==> config.mk <==
export PLATFORM = sky130hd
export DESIGN_NAME = muldiv_sequencer_flat
export DESIGN_NICKNAME = d
export VERILOG_FILES = /design/src/rtl/muldiv_pkg.sv /design/src/rtl/muldiv_sequencer_if.sv /design/src/rtl/muldiv_cycle_counter.sv /design/src/rtl/muldiv_sequencer.sv /design/src/flat_wrapper.sv
export SDC_FILE = /design/constraint.sdc
export NUM_CORES = 1
export LEC_CHECK = 0
export ABC_AREA = 0
export CORE_MARGIN = 3
export CORE_UTILIZATION = 35
export DETAILED_ROUTE_END_ITERATION = 6
export HOLD_SLACK_MARGIN = 0.05
export PLACE_DENSITY = 0.78
export RECOVER_POWER = 100
export SYNTH_ARGS = -nofsm -noshare
export SYNTH_HDL_FRONTEND = slang
export SYNTH_SLANG_ARGS = --single-unit
==> constraint.sdc <==
create_clock -name clk -period 1.9 [get_ports clk]
set_input_delay 0.38 -clock clk [delete_from_list [all_inputs] [get_ports clk]]
set_output_delay 0.38 -clock clk [all_outputs]
set_load 0.01 [all_outputs]
==> src/rtl/muldiv_pkg.sv <==
// Shared types and constants for the multiply/divide sequencer.
package muldiv_pkg;

  // Sequencer states
  typedef enum logic [1:0] {
    IDLE   = 2'd0,
    RUN    = 2'd1,
    COMMIT = 2'd2,
    FAULT  = 2'd3
  } state_e;

  // Operation encoding on the op input
  localparam logic OP_MULT = 1'b0;
  localparam logic OP_DIV  = 1'b1;

  // Width of the cycle counter
  localparam int unsigned CNT_W = 8;

endpackage

==> src/rtl/muldiv_sequencer_if.sv <==
// Handshake and control bundle between the main control FSM and the muldiv sequencer.
interface muldiv_sequencer_if;

  logic        start;
  logic        op;
  logic [31:0] divisor;
  logic        abort;
  logic        hilo_rd_req;
  logic        mult_en;
  logic        div_en;
  logic        hilo_load;
  logic        hilo_sel;
  logic        busy;
  logic        done;
  logic        divby0;
  logic        hilo_rd_stall;

  // Control FSM side
  modport master (
    output start, op, divisor, abort, hilo_rd_req,
    input  mult_en, div_en, hilo_load, hilo_sel, busy, done, divby0, hilo_rd_stall
  );

  // Sequencer side
  modport slave (
    input  start, op, divisor, abort, hilo_rd_req,
    output mult_en, div_en, hilo_load, hilo_sel, busy, done, divby0, hilo_rd_stall
  );

endinterface

==> src/rtl/muldiv_cycle_counter.sv <==
// Loadable down-counter that saturates at zero; zero flag is combinational.
module muldiv_cycle_counter
  import muldiv_pkg::*;
(
  input  logic             clk,
  input  logic             reset,
  input  logic             load,
  input  logic [CNT_W-1:0] load_val,
  input  logic             dec,
  output logic             zero
);

  logic [CNT_W-1:0] cnt_q, cnt_d;

  // Load has priority over decrement; decrement stops at zero so the count never wraps.
  always_comb begin
    cnt_d = cnt_q;
    if (load) begin
      cnt_d = load_val;
    end else if (dec && (cnt_q != '0)) begin
      cnt_d = cnt_q - CNT_W'(1);
    end
  end

  // Counter register with synchronous reset
  always_ff @(posedge clk) begin
    if (reset) begin
      cnt_q <= '0;
    end else begin
      cnt_q <= cnt_d;
    end
  end

  assign zero = (cnt_q == '0);

endmodule

==> src/rtl/muldiv_sequencer.sv <==
// Sequencer for the multicycle multiplier/divider and the shared Hi/Lo pair.
module muldiv_sequencer
  import muldiv_pkg::*;
#(
  parameter int unsigned MULT_CYCLES = 32,
  parameter int unsigned DIV_CYCLES  = 32
) (
  input  logic             clk,
  input  logic             reset,
  muldiv_sequencer_if.slave bus
);

  // Counter is loaded with N-1 so that RUN lasts exactly N cycles.
  localparam logic [CNT_W-1:0] MultLoad = CNT_W'(MULT_CYCLES - 1);
  localparam logic [CNT_W-1:0] DivLoad  = CNT_W'(DIV_CYCLES - 1);

  state_e           state_q, state_d;
  logic             op_q, op_d;
  logic             cnt_load;
  logic [CNT_W-1:0] cnt_load_val;
  logic             cnt_dec;
  logic             cnt_zero;

  muldiv_cycle_counter u_cycle_counter (
    .clk      (clk),
    .reset    (reset),
    .load     (cnt_load),
    .load_val (cnt_load_val),
    .dec      (cnt_dec),
    .zero     (cnt_zero)
  );

  // Next-state logic; abort always returns to IDLE and beats a simultaneous start.
  always_comb begin
    state_d      = state_q;
    op_d         = op_q;
    cnt_load     = 1'b0;
    cnt_load_val = '0;
    cnt_dec      = 1'b0;
    case (state_q)
      IDLE: begin
        if (bus.start && !bus.abort) begin
          op_d = bus.op;
          if ((bus.op == OP_DIV) && (bus.divisor == '0)) begin
            state_d = FAULT;
          end else begin
            state_d      = RUN;
            cnt_load     = 1'b1;
            cnt_load_val = (bus.op == OP_DIV) ? DivLoad : MultLoad;
          end
        end
      end
      RUN: begin
        cnt_dec = 1'b1;
        if (bus.abort) begin
          state_d = IDLE;
        end else if (cnt_zero) begin
          state_d = COMMIT;
        end
      end
      COMMIT:  state_d = IDLE;
      FAULT:   state_d = IDLE;
      default: state_d = IDLE;
    endcase
  end

  // State and op registers with synchronous reset
  always_ff @(posedge clk) begin
    if (reset) begin
      state_q <= IDLE;
      op_q    <= OP_MULT;
    end else begin
      state_q <= state_d;
      op_q    <= op_d;
    end
  end

  // Moore output decode; only the read stall looks at an input.
  always_comb begin
    bus.mult_en   = 1'b0;
    bus.div_en    = 1'b0;
    bus.hilo_load = 1'b0;
    bus.hilo_sel  = 1'b0;
    bus.done      = 1'b0;
    bus.divby0    = 1'b0;
    case (state_q)
      RUN: begin
        bus.mult_en = (op_q == OP_MULT);
        bus.div_en  = (op_q == OP_DIV);
      end
      COMMIT: begin
        bus.hilo_load = 1'b1;
        bus.hilo_sel  = op_q;
        bus.done      = 1'b1;
      end
      FAULT:   bus.divby0 = 1'b1;
      default: ;
    endcase
    bus.busy          = (state_q != IDLE);
    bus.hilo_rd_stall = bus.hilo_rd_req & (state_q != IDLE);
  end

endmodule

==> src/flat_wrapper.sv <==
// flat-port wrapper written by rule: the top's interface ports become plain ports
module muldiv_sequencer_flat import muldiv_pkg::*;
#(
  parameter int unsigned MULT_CYCLES = 32,
  parameter int unsigned DIV_CYCLES  = 32
)
  (clk, reset, bus_start, bus_op, bus_divisor, bus_abort, bus_hilo_rd_req, bus_mult_en, bus_div_en, bus_hilo_load, bus_hilo_sel, bus_busy, bus_done, bus_divby0, bus_hilo_rd_stall);
  muldiv_sequencer_if bus_i ();
  input  logic clk;
  input  logic reset;
  input wire logic [$bits(bus_i.start)-1:0] bus_start;
  input wire logic [$bits(bus_i.op)-1:0] bus_op;
  input wire logic [$bits(bus_i.divisor)-1:0] bus_divisor;
  input wire logic [$bits(bus_i.abort)-1:0] bus_abort;
  input wire logic [$bits(bus_i.hilo_rd_req)-1:0] bus_hilo_rd_req;
  output wire logic [$bits(bus_i.mult_en)-1:0] bus_mult_en;
  output wire logic [$bits(bus_i.div_en)-1:0] bus_div_en;
  output wire logic [$bits(bus_i.hilo_load)-1:0] bus_hilo_load;
  output wire logic [$bits(bus_i.hilo_sel)-1:0] bus_hilo_sel;
  output wire logic [$bits(bus_i.busy)-1:0] bus_busy;
  output wire logic [$bits(bus_i.done)-1:0] bus_done;
  output wire logic [$bits(bus_i.divby0)-1:0] bus_divby0;
  output wire logic [$bits(bus_i.hilo_rd_stall)-1:0] bus_hilo_rd_stall;
  assign bus_i.start = bus_start;
  assign bus_i.op = bus_op;
  assign bus_i.divisor = bus_divisor;
  assign bus_i.abort = bus_abort;
  assign bus_i.hilo_rd_req = bus_hilo_rd_req;
  assign bus_mult_en = bus_i.mult_en;
  assign bus_div_en = bus_i.div_en;
  assign bus_hilo_load = bus_i.hilo_load;
  assign bus_hilo_sel = bus_i.hilo_sel;
  assign bus_busy = bus_i.busy;
  assign bus_done = bus_i.done;
  assign bus_divby0 = bus_i.divby0;
  assign bus_hilo_rd_stall = bus_i.hilo_rd_stall;
  muldiv_sequencer #(.MULT_CYCLES(MULT_CYCLES), .DIV_CYCLES(DIV_CYCLES)) u_core (.clk(clk), .reset(reset), .bus(bus_i));
endmodule
# ---- Word-level counts from Yosys, hierarchy flattened
# Cells that the tools add are included.
dict set report classes {
  add_sub_neg 1
  eq_ne 5
  n_mux 19
  bitwise_logic 2
  reduce_logical 13
}
# operator count
set ops {}
lappend ops {{32-bit logical NOT} 1}
lappend ops {{8-bit two-way mux} 4}
lappend ops {{1-bit two-way mux} 9}
lappend ops {{8-bit logical NOT} 1}
lappend ops {{2-bit two-way mux} 4}
lappend ops {{8-bit nonzero test} 1}
lappend ops {{8-bit by 1-bit subtractor with 8-bit output (second input constant)} 1}
lappend ops {{2-bit case mux with 3 select lines} 1}
lappend ops {{5-bit two-way mux} 1}
lappend ops {{2-bit equality test (second input constant)} 2}
lappend ops {{2-bit AND reduction} 2}
lappend ops {{2-bit nonzero test} 2}
lappend ops {{1-bit logical AND} 3}
lappend ops {{3-bit by 2-bit inequality test with 1-bit output (second input constant)} 1}
lappend ops {{2-bit by 1-bit equality test with 1-bit output (second input constant)} 1}
lappend ops {{2-bit logical NOT} 1}
lappend ops {{2-bit by 1-bit inequality test with 1-bit output (second input constant)} 1}
lappend ops {{2-bit OR reduction} 1}
lappend ops {{1-bit bitwise AND} 1}
lappend ops {{1-bit logical NOT} 1}
lappend ops {{1-bit inverter} 1}
dict set report totals {
  register_bits 11
  in_bits 38
  out_inout_bits 8
  wordCells 43
}

# ---- Longest topological paths before layout
dict set report depth {
  depth_word 6
  mapped_depth 6
  depth_no_buf 6
}

# ---- Cells and area by module
# Synthesis repeated with hierarchy kept, for this count alone.
dict set report unflattened {
  hier_cells 95
  area_unflattened_um2 780.7
}
# mod n_inst cells_per_inst area_per_inst_um2 seq_area_each_um2
set by_module_without_submodules {}
lappend by_module_without_submodules {muldiv_cycle_counter 1 59 515.5 160.2}
lappend by_module_without_submodules {muldiv_sequencer 1 36 265.3 60.1}

# ---- Worst setup path after synthesis
# Ideal clock, no wire load.
dict set report synth_timing {
  kind {reg-to-reg}
  from {reg u_core.u_cycle_counter.cnt_q[0]}
  to {reg u_core.u_cycle_counter.cnt_q[1]}
  setup_time_ns 0.069
  arrival_ns 1.470
  t_required_ns 1.831
  path_slack_ns 0.361
  path_stages_with_launch 7
  path_buffers 0
  period_less_slack_ns 1.539
  cell_sequence {dfxtp_1 inv_1 ha_1 nor3b_2 a21oi_1 mux2_1 o21ai_1}
}
dict set report synth_via {
  elab_chain_len 3
  word_cells_on_any_way 6
  cone_classes {add/sub (1); mux (2); reduce/logical (3)}
}
# item line
set synth_lines {}
lappend synth_lines {{start, declared} muldiv_cycle_counter.sv:13} ;# logic [CNT_W-1:0] cnt_q, cnt_d;
lappend synth_lines {{start signal, assigned} muldiv_cycle_counter.sv:30} ;# cnt_q <= cnt_d;
lappend synth_lines {{8-bit by 1-bit subtractor with 8-bit output or 8-bit nonzero test (tied branches)} {muldiv_cycle_counter.sv:21, muldiv_cycle_counter.sv:20}}
lappend synth_lines {{8-bit two-way mux or 1-bit logical AND (tied branches)} muldiv_cycle_counter.sv:20} ;# end else if (dec && (cnt_q != '0)) begin
lappend synth_lines {{8-bit two-way mux or 2-bit nonzero test (tied branches)} --}
# Parallel ways exist; a longest one is shown, timed or not. The select of a mux whose other input is x is not followed.
# A chain may end at the register's enable or synchronous reset.

# ---- Final worst setup path
dict set report layout_timing {
  from {reg u_core.state_q[0]}
  to {out bus_busy}
}
dict set report layout_via {
  elab_chain_len 1
}
# item line
set layout_lines {}
lappend layout_lines {{start, declared} muldiv_sequencer.sv:17} ;# state_e state_q, state_d;
lappend layout_lines {{start signal, assigned} muldiv_sequencer.sv:73} ;# state_q <= state_d;
lappend layout_lines {{2-bit nonzero test} muldiv_sequencer.sv:99} ;# bus.busy = (state_q != IDLE);
lappend layout_lines {{end, declared} flat_wrapper.sv:20} ;# output wire logic [$bits(bus_i.busy)-1:0] bus_busy;
# Every way passes these cells.

==> flow_summary.json <==
{
  "status": "finished clean",
  "synth-adder-area-share_pct": 3.53,
  "cp_cell_sequence": "or2_0, clkdlybuf4s50_1",
  "yosys.area.top_type": "dfxtp_1",
  "die_x_um": 51.0,
  "vias_per_cell": 5.17,
  "sequentialPowerShare_pct": 41.5,
  "port_buffers": 45,
  "switchingPower_mw": 0.184,
  "grt-ovfl-total": 0,
  "start_util_pct": 39.0,
  "setup_ws_ns": 0.0727,
  "slowest_delay_ns": 0.57,
  "path_class": "flop to output port",
  "wl_um": 2110,
  "p_comb_share_pct": 34.8,
  "p_leak_nw": 0.448,
  "synth_warnings": 0,
  "postRouteAntennaNets": 0,
  "synth_mux_area_share_pct": 7.23,
  "synth-main-ff-cell": "dfxtp_1",
  "rows": 15,
  "antenna_found_initial": 0,
  "clockPowerShare_pct": 23.7,
  "gp_congestion": 0.829,
  "pin_count": 46,
  "clkSinkCount": 11,
  "dieArea_um2": 2600,
  "yosysTopAreaCellShare_pct": 31.0,
  "cts_buffers": 3,
  "cts-root-buf": "clkbuf_4",
  "cp-start-kind": "flop",
  "synth_seq_cells": 11,
  "synth_cell_types": 29,
  "hold_start": "u_core.op_q",
  "fmax_mhz": 547,
  "required_ns": 1.52,
  "yosys-top-cells-count": "11 x dfxtp_1, 8 x nor2_1, 6 x nor4_1, 6 x o21ai_1",
  "hp-class": "flop to flop",
  "drive_above_1_share_pct": 11.2,
  "rsz0062_at_grt": "no",
  "post-place-ws_ns": -0.156,
  "power.density_nw_per_um2": 531,
  "num_antenna_cells": 0,
  "vdd_drop_max_mv": 0.275,
  "critPathMaxFanout": 6,
  "drt-initial-drc-count": 5,
  "ys_async_sr_fraction_pct": 0,
  "grtUsageTotal_pct": 17.4,
  "startpoint": "u_core.state_q[0]",
  "min_period_ns": 1.83,
  "fin_crit_sh_pct": 96.2,
  "synthSimpleGateAreaFrac_pct": 36.7,
  "syn_area_per_cell_um2": 8.65,
  "grt_pass1_wl_um": 3430,
  "syn_to_final_growth_pct": 74.1,
  "max-clock-path-buffers": 2,
  "netSwitchingFraction_pct": 28.1,
  "place_area_um2": 1220,
  "vias": 822,
  "post-route-util_pct": 67.8,
  "synthTopCellsByArea": "dfxtp_1 31%, mux2i_1 5.6%, a211oi_1 5.3%, nor4_1 5.3%, o21ai_1 4.2%",
  "intPower_mw": 0.471,
  "cts_tree": "done",
  "grt_start_max_net_pins": 11,
  "fillers": 168,
  "power_mw": 0.655,
  "clk_latency_ns": 0.26,
  "skew_ns": 0.000888,
  "cts_max_level": 1,
  "core_um2": 1820,
  "end_kind": "output port",
  "synth_top_family_by_area": "simple AND/OR/NAND/NOR gates",
  "syn-instance-count": 82,
  "r2r_start": "u_core.state_q[0]",
  "synth-edff-count": 0,
  "drtPass1Iterations": 4,
  "avgRoutedWirePerCell_um": 13.3,
  "relSlewSlack_pct": 69.6,
  "syn_nets": 122,
  "drv_cap": 0,
  "tightest_slew_ns": 0.456,
  "finalHoldViolCount": 0,
  "post_cts_buffers": 0,
  "drc_errors": 0,
  "setup_violations": 0,
  "syn_area_um2": 709,
  "die_h_um": 51.0,
  "hpwlAfterDp_um": 1820,
  "synthXorXnorAreaFrac_pct": 3.70,
  "maxSlewViolCount": 0,
  "final_design_area_no_fill_um2": 1230,
  "grt_pass1_vias": 883,
  "clk_pin_slew_ns": 0.07,
  "nets": 175,
  "seq_area_frac_synth_pct": 31.0,
  "arrival_ns": 1.45,
  "post-synth-top-count-cell": "dfxtp_1",
  "crit_slowest_cell": "clkdlybuf4s50_1",
  "tns_ns": 0,
  "synth_compound_area_share_pct": 13.6
}
[power groups by stage]
stage	Clock, mW	Sequential [mW]	Combinational, mW
after floorplan	0	0.272	0.108
after global placement	0	0.276	0.226
after detailed placement	0	0.277	0.231
after CTS	0.160	0.272	0.234
after global routing	0.172	0.276	0.249
final	0.155	0.272	0.228
[kinds of logic after synthesis]
logic type / Yosys count
compound gates: 16
xor+xnor: 3
fa+ha+maj: 2
buf+inv: 7
flops: 11
mux: 5
simple gates: 38
[final cells by class]
class | instances | area [µm²] | area share (%)
inverters | 5 | 18.8 | 1.52
clock buffers | 4 | 26.3 | 2.13
well taps | 25 | 31.3 | 2.53
multi-input cells | 64 | 454 | 36.8
flip-flops and latches | 11 | 221 | 17.9
repair buffers | 50 | 483 | 39.1
[placed cells by master, fill, tap and decap left out, types with 4 or more instances in the layout]
master	n
mux2i_1	4
a21oi_1	4
dfxtp_1	10
nor2_1	8
a211oi_1	5
inv_1	5
o21ai_1	5
nor4_1	6
clkdlybuf4s50_1	40
[state kept, by name (all words and copies together), names as in the netlist]
signal	flops
u_core.u_cycle_counter.cnt_q	8
u_core.state_q	2
u_core.op_q	1
[worst max-delay path, delay by kind of cell, from the launching register on]
family                 cells  cell delay [ns]
buffers and inverters      1             0.57
DFF                        1             0.39
and+or+nand+nor            1             0.22
[worst paths after layout]
kind              slack, ns                         endpoint  cells past startpoint
setup reg to reg       0.25  u_core.u_cycle_counter.cnt_q[2]                      5
hold / removal         0.56                      u_core.op_q                      2
setup / recovery       0.07                         bus_busy                      2
hold reg to reg        0.56                      u_core.op_q                      2
[metal layers]
metal  up-vias  GRT usage (%)  routed length, µm
li1        409              -                  -
met2        37           32.0               1080
met4         0           9.87                 47
met5         -              0                  0
met1       372           18.9                849
met3         4           2.04                139
[what timing repair did]
| action | CTS | global route |
|---|---|---|
| endpoints found under the setup margin | 2 | 3 |
| cloned | 0 | 0 |
| hold buffers | 0 | 0 |
| resized for setup | 3 | 4 |
[per-stage QoR]
stage,hold WS (ns),instances
floorplan,0.498,82
global placement,0.545,155
detailed placement,0.549,155
CTS,0.562,159
global route,0.612,159
finish,0.555,159
No activity file was read; power rests on OpenSTA's default activity.
